`src/rtl/reservation_station.sv`:
```
// Reservation station: holds dispatched instructions until both sources are
// ready, then issues the lowest-index ready entry to a single functional unit.
package rs_pkg;
  typedef struct packed {
    logic [6:0]  prd;
    logic [6:0]  pr1;
    logic [6:0]  pr2;
    logic        pr1_ready;
    logic        pr2_ready;
    logic [31:0] imm;
    logic [5:0]  rob_index;
    logic [6:0]  Opcode;
    logic [2:0]  func3;
    logic [6:0]  func7;
  } dispatch_pipeline_data;

  typedef struct packed {
    logic [6:0]  Opcode;
    logic [2:0]  func3;
    logic [6:0]  func7;
    logic [6:0]  pd;
    logic [6:0]  ps1;
    logic        ps1_ready;
    logic [6:0]  ps2;
    logic        ps2_ready;
    logic [5:0]  rob_index;
    logic [31:0] imm;
    logic [2:0]  fu;
  } rs_data;

  typedef struct packed {
    logic        valid;
    logic [6:0]  Opcode;
    logic [2:0]  func3;
    logic [6:0]  func7;
    logic [6:0]  pd;
    logic [6:0]  ps1;
    logic        ps1_ready;
    logic [6:0]  ps2;
    logic        ps2_ready;
    logic [5:0]  rob_index;
    logic [31:0] imm;
  } rs_entry_t;
endpackage

module reservation_station
  import rs_pkg::*;
#(
  parameter int DEPTH = 8,
  parameter int FU_ID = 0
) (
  input  logic                  clk,
  input  logic                  reset,
  input  logic                  fu_rdy,
  input  logic                  valid_in,
  output logic                  ready_in,
  input  dispatch_pipeline_data instr,
  output logic                  valid_out,
  output rs_data                data_out,
  output logic [6:0]            nr_reg,
  output logic                  nr_valid,
  input  logic [6:0]            reg1_rdy,
  input  logic                  reg1_rdy_valid,
  input  logic [6:0]            reg2_rdy,
  input  logic                  reg2_rdy_valid,
  input  logic [6:0]            reg3_rdy,
  input  logic                  reg3_rdy_valid,
  input  logic                  flush
);

  localparam int IW = (DEPTH > 1) ? $clog2(DEPTH) : 1;

  rs_entry_t ent_q [DEPTH];
  rs_entry_t ent_d [DEPTH];
  logic      valid_out_q, valid_out_d;
  rs_data    data_out_q, data_out_d;

  logic          has_free;
  logic [IW-1:0] free_idx;
  logic          any_elig;
  logic [IW-1:0] iss_idx;
  logic          accept;
  logic          issue;

  function automatic logic woken(input logic [6:0] p);
    return (reg1_rdy_valid && (reg1_rdy == p)) ||
           (reg2_rdy_valid && (reg2_rdy == p)) ||
           (reg3_rdy_valid && (reg3_rdy == p));
  endfunction

  // Descending scan leaves the lowest matching index in each encoder.
  always_comb begin
    has_free = 1'b0;
    free_idx = '0;
    any_elig = 1'b0;
    iss_idx  = '0;
    for (int i = DEPTH - 1; i >= 0; i--) begin
      if (!ent_q[i].valid) begin
        has_free = 1'b1;
        free_idx = IW'(i);
      end
      if (ent_q[i].valid && ent_q[i].ps1_ready && ent_q[i].ps2_ready) begin
        any_elig = 1'b1;
        iss_idx  = IW'(i);
      end
    end
  end

  assign ready_in = has_free && !flush;
  assign accept   = valid_in && ready_in;
  assign issue    = fu_rdy && any_elig && !flush;
  assign nr_valid = accept;
  assign nr_reg   = accept ? instr.prd : 7'd0;

  always_comb begin
    valid_out_d = 1'b0;
    data_out_d  = data_out_q;
    for (int i = 0; i < DEPTH; i++) begin
      ent_d[i] = ent_q[i];
      if (ent_q[i].valid) begin
        if (woken(ent_q[i].ps1)) ent_d[i].ps1_ready = 1'b1;
        if (woken(ent_q[i].ps2)) ent_d[i].ps2_ready = 1'b1;
      end
    end

    if (issue) begin
      ent_d[iss_idx].valid = 1'b0;
      valid_out_d = 1'b1;
      data_out_d  = '{Opcode:    ent_q[iss_idx].Opcode,
                      func3:     ent_q[iss_idx].func3,
                      func7:     ent_q[iss_idx].func7,
                      pd:        ent_q[iss_idx].pd,
                      ps1:       ent_q[iss_idx].ps1,
                      ps1_ready: 1'b1,
                      ps2:       ent_q[iss_idx].ps2,
                      ps2_ready: 1'b1,
                      rob_index: ent_q[iss_idx].rob_index,
                      imm:       ent_q[iss_idx].imm,
                      fu:        3'(FU_ID)};
    end

    // free_idx is never the issuing entry, so a slot freed this cycle waits a cycle.
    if (accept) begin
      ent_d[free_idx] = '{valid:     1'b1,
                          Opcode:    instr.Opcode,
                          func3:     instr.func3,
                          func7:     instr.func7,
                          pd:        instr.prd,
                          ps1:       instr.pr1,
                          ps1_ready: instr.pr1_ready || (instr.pr1 == 7'd0) || woken(instr.pr1),
                          ps2:       instr.pr2,
                          ps2_ready: instr.pr2_ready || (instr.pr2 == 7'd0) || woken(instr.pr2),
                          rob_index: instr.rob_index,
                          imm:       instr.imm};
    end

    if (flush) begin
      for (int i = 0; i < DEPTH; i++) ent_d[i].valid = 1'b0;
      valid_out_d = 1'b0;
    end
  end

  always_ff @(posedge clk or negedge reset) begin
    if (!reset) begin
      for (int i = 0; i < DEPTH; i++) ent_q[i] <= '0;
      valid_out_q <= 1'b0;
      data_out_q  <= '0;
    end else begin
      for (int i = 0; i < DEPTH; i++) ent_q[i] <= ent_d[i];
      valid_out_q <= valid_out_d;
      data_out_q  <= data_out_d;
    end
  end

  assign valid_out = valid_out_q;
  assign data_out  = data_out_q;

endmodule

```
`config.mk`:
```
export PLATFORM = sky130hd
export DESIGN_NAME = reservation_station
export DESIGN_NICKNAME = d
export VERILOG_FILES = /design/src/rtl/reservation_station.sv
export SDC_FILE = /design/constraint.sdc
export NUM_CORES = 2
export LEC_CHECK = 0
export CAP_MARGIN = 20
export CELL_PAD_IN_SITES_DETAIL_PLACEMENT = 0
export CELL_PAD_IN_SITES_GLOBAL_PLACEMENT = 1
export CORE_MARGIN = 4
export CORE_UTILIZATION = 35
export CTS_CLUSTER_SIZE = 25
export DETAILED_ROUTE_END_ITERATION = 8
export GPL_TIMING_DRIVEN = 1
export PLACE_DENSITY = 0.72
export SETUP_SLACK_MARGIN = 0.5
export SLEW_MARGIN = 10
export SYNTH_ARGS = -nofsm -noshare
export SYNTH_HDL_FRONTEND = slang
export SYNTH_SLANG_ARGS = --single-unit
```
`constraint.sdc`:
```
create_clock -name clk -period 3.2 [get_ports clk]
set_input_delay 0.48 -clock clk [delete_from_list [all_inputs] [get_ports clk]]
set_output_delay 0.48 -clock clk [all_outputs]
set_load 0.005 [all_outputs]
```
After elaboration in Yosys (flattened, before gate mapping)

Cells that the tools add are included.
Widths: inputs -> output; s select.

Input port bits: 107
Bits in registers: 710
Output and inout port bits: 91
Word-level logic and storage cells: 363

Bitwise gates (word level): 2
Reduce and logical (&&, ||, !) cells: 119
Order comparisons: 4
Eq/ne operators: 54
Mux-type cells: 86

Operator list:

| cell               | count |
|---|---|
| $bwmux 632         | 2 |
| $mux 632           | 2 |
| $demux 79 s3       | 2 |
| $eq 7x7->1         | 54 |
| $bmux 79 s3        | 1 |
| $mux 79            | 2 |
| $mux 78            | 2 |
| $logic_and 1x1->1  | 76 |
| $mux 1             | 58 |
| $mux 3             | 16 |
| $logic_or 1x1->1   | 40 |
| $logic_not 7->1    | 2 |
| $ge 4x4->1 const B | 2 |
| $lt 4x1->1 const B | 2 |
| $not 3->4          | 2 |
| $mux 7             | 1 |
| $logic_not 1->1    | 1 |

Depth between registers and ports, before layout

Depth after elaboration: 20
Depth in mapped cells: 10
Depth with buffers taken out: 7

Worst setup path before layout

Ideal clock, no wire load.

Path type: input -> register
From: input port flush
To: register ent_q[106] (netlist name)
Data required time: 3.075 ns
Arrival time: 1.848 ns
Stages: 7
Setup slack: 1.228 ns
Library setup time: 0.125 ns
Cells stage by stage: nand2b_1 -> clkbuf_1 -> nor2_1 -> nand3_2 -> buf_2 -> buf_4 -> mux2_2

Cells in the longest elaborated chain, start to end: 5
Elaborated cells between the ends (all ways): 7
Those cells by class: mux: 3; reduce/logical: 4

Ends and longest elaborated chain:

| item                | RTL line | text |
|---|---|---|
| start: declaration  | 68       | `input logic flush` |
| $logic_not 1->1 (*) | 109, 111 |  |
| $logic_and 1x1->1   | 111      | `assign issue = fu_rdy && any_elig && !flush;` |
| $mux 632            | 126      | `if (issue) begin` |
| $bwmux 632          | 144      | `ent_d[free_idx] = '{valid: 1'b1,` |
| $mux 632 (*)        | 143      | `if (accept) begin` |

Mark *: on every way between the ends. The rest lies on a longest branch, timed or not.
A chain may end at the register's enable or synchronous reset.

Worst setup path in the final report

From: register ent_q[315] (netlist name)
To: output port nr_reg[0]

Cells in the longest elaborated chain, start to end: 8

Ends and longest elaborated chain:

| item                | RTL line | text |
|---|---|---|
| $mux 1 (5 in a row) | 98       | `if (!ent_q[i].valid) begin` |
| $logic_and 1x1->1   | 109      | `assign ready_in = has_free && !flush;` |
| $logic_and 1x1->1   | 110      | `assign accept = valid_in && ready_in;` |
| $mux 7              | 113      | `assign nr_reg = accept ? instr.prd : 7'd0;` |
| end: declaration    | 60       | `output logic [6:0] nr_reg,` |

No other way between the ends.

==> metrics.md <==
| Metric | Value |
|---|---|
| Status | complete, no violations |
| Post-synthesis simple-gate area fraction | 5.93% |
| Share of layout cells above drive strength 1 | 32.3% |
| Final Skew | 0.0267 ns |
| Worst hold path class | primary input to async pin |
| Top-area cell type share of the netlist area | 50.0% |
| Final setup viols | 0 |
| Slew Limit Fails | 0 |
| Latest clock arrival within the worst-skew pair | 0.65 ns |
| Setup tns final | 0 ns |
| Total track usage | 19.6% |
| Max cap viols | 0 |
| CORE AREA | 100000 um2 |
| TritonCTS clock tree | done |
| Worst vdd rail ir drop | 403 uV |
| Initial antenna violation count | 1 |
| Period minus WS final | 2.67 ns |
| Cell Rows | 116 |
| Critical path fanouts, max | 7 |
| DIE AREA | 107000 um2 |
| Setup ws final | 0.533 ns |
| Initial core utilization | 35.4% |
| Startpoint Class | register |
| Clock edge transition at the registers on the reported setup and hold paths | 0.06 ns |
| Total wire length | 106000 um |
| GP Congestion | 0.859 |
| Worst Reg-to-Reg Cells | 7 |
| ANT nets after route | 0 |
| Arr. time, crit path | 2.19 ns |
| DP Wirelength | 65700 um |
| Finished Layout Cells | 4398 |
| Hold Vio Cnt, Final | 0 |
| Largest net degree at the start of global routing | 108 |
| Largest family of logic cells by synthesized area | multiplexers |
| N_diodes | 0 |
| Number of global-route vias before repair | 25624 |
| Gr ovfl total | 0 |
| Final nets | 3085 |
| Syn Area/Cell | 12.7 um2 |
| Seq/Total Area, Yosys | 50.0% |
| Leading area contributor after synthesis | dfrtp_1 |
| Async set-reset flop share out of synthesis | 100% |
| Synth warn | 0 |
| WP data required | 2.72 ns |
| Chip height | 327 um |
| Main synth FF type | dfrtp_1 |
| Number of CTS-inserted buffers | 81 |
| Pwr dens | 559 nW/um2 |
| I/O pin count | 198 |
| First-pass GRT wire length | 164000 um |
| WL/cell | 24.1 um |
| Tcrit/Tclk final | 83.4% |
| Final Cell Area | 42500 um2 |
| Xor and xnor area share after synthesis | 9.32% |
| Worst relative slew slack | 49.6% |
| DRC viols | 0 |
| Leakage | 19.5 nW |
| P&R area growth vs syn | 19.6% |
| Synth Area in Adders | 0% |
| Ranking of synthesized cells by area | dfrtp_1 (50%), mux2_2 (19%), xor2_1 (6.7%), a221oi_1 (6.0%), xnor2_1 (2.7%) |
| Synthesized cell area | 35500 um2 |
| PortBufs | 194 |
| Post-placement setup slack | 0.416 ns |
| Post-synth EDFFs | 0 |
| Register bit total from synthesis | 710 |
| WHS | 0.342 ns |
| RSZ-0062 raised after global routing | yes |
| Post-synthesis compound-gate area fraction | 11.5% |
| DR pass1 iterations | 5 |
| Count of cell types in the netlist | 46 |
| Die X | 327 um |
| CP endpoint kind | output port |
| Fmax | 375 MHz |
| Placed Instances | 4240 |
| DR vias/cell | 5.63 |
| Initial DRC count | 1741 |
| Mux share of post-synthesis cell area | 19.4% |
| Post-DP Area | 39700 um2 |
| Kind of critical path | register to output port |
| Clock H-tree levels | 3 |
| Max clock buf depth | 3 |
| Cell count after synthesis | 2807 |
| Worst-Margin Slew | 0.754 ns |
| CTS root buf | clkbuf_16 |
| Vias | 24770 |
| CTS Sinks | 710 |
==> through the flow <==
step / utilization, % / power [mW]
4_1_cts: 42.3 / 24.1
3_3_place_gp: 39.5 / 14.5
5_1_grt: 42.3 / 24.8
6_report: 42.3 / 23.7
3_5_place_dp: 39.5 / 14.5
2_1_floorplan: - / 12.5
==> final timing paths <==
kind,start,endpoint,slack (ns)
worst max-delay path,ent_q[315]$_DFF_PN0_,nr_reg[0],0.53
worst min-delay path,reset,ent_q[489]$_DFFE_PN0P_,0.34
worst max register to register,ent_q[631]$_DFF_PN0_,data_out[73]$_DFFE_PN0N_,0.63
worst min register to register,data_out[72]$_DFFE_PN0N_,data_out[72]$_DFFE_PN0N_,0.49
max in group asynchronous,reset,ent_q[464]$_DFFE_PN0P_,1.77
min in group clk,data_out[72]$_DFFE_PN0N_,data_out[72]$_DFFE_PN0N_,0.49
==> cell type report <==
class / count / area (um2)
fillers: 9345 / 58000
flip-flops and latches: 710 / 17800
multi-input cells: 1834 / 16600
repair buffers: 348 / 3760
clock buffers: 117 / 2320
well taps: 1357 / 1700
clock inverters: 29 / 352
inverters: 3 / 11.3
==> sequential cells by signal (all words and copies together), names as in the netlist <==
| name | cells |
|---|---|
| ent_q | 632 |
| valid_out | 1 |
| data_out | 77 |
==> synth_stat cells, drive strengths merged, types with 2 or more instances <==
library cell,count
a211o,75
inv,3
o31ai,2
a21oi,29
a21boi,2
o2111ai,2
o211ai,10
and3,2
xnor2,108
nor2,60
nor4,47
nor3,156
a221oi,300
o21ai,16
nor2b,2
and2,11
nand4,67
dfrtp,710
a211oi,2
buf,184
nand3,25
clkbuf,78
nand2b,3
a21o,4
xor2,270
nand2,21
mux2,612
==> metal layers <==
metal	part of all wire, %	global-route usage (%)	up-vias
li1	-	-	10919
met1	45	27.4	13023
met2	48	31.8	680
met3	5.3	2.91	146
met4	2.1	5.45	2
met5	0.0066	0	-
==> logic make-up after synthesis <==
family	after synthesis
mux	612
simple gates	396
buf+inv	265
xor+xnor	378
flops	710
other cells	1
compound gates	445
==> where the power goes <==
group	internal, mW	switching [mW]
sequential	10.0	0.881
combinational	2.04	1.42
clock	5.55	3.83
==> cells in the final DEF (no fill, tap or decap), drive strengths merged, types with 3 or more instances in the layout <==
cell type,instances
nor2,60
clkbuf,119
a21o,4
mux2,612
o21ai,16
nor3,156
a21oi,29
a211o,75
inv,11
nor4,47
bufinv,6
clkinv,13
clkdlybuf4s50,184
a221oi,300
nand4,67
dfrtp,710
buf,154
nand3,25
o211ai,10
xnor2,108
dlygate4sd2,6
nand2b,3
conb,3
and2,11
xor2,270
nand2,21
==> critical path: stages, from the launching register on <==
cell and delay (ns):
dfrtp_1 0.36, buf_4 0.17, nand2_8 0.08, nor3_4 0.20, nor2_2 0.08, buf_6 0.14, buf_6 0.12, and2_1 0.14
dlygate4sd2_1 0.26
==> repair_timing <==
item / in CTS / in global routing
hold buffers: 1 / 0
endpoints found under the setup margin: 54 / 7
pin swaps: 4 / 3
setup buffers: 10 / 1
gates resized for setup: 19 / 9
hold endpoints to repair: 37 / 0
No activity file was read; power rests on OpenSTA's default activity.
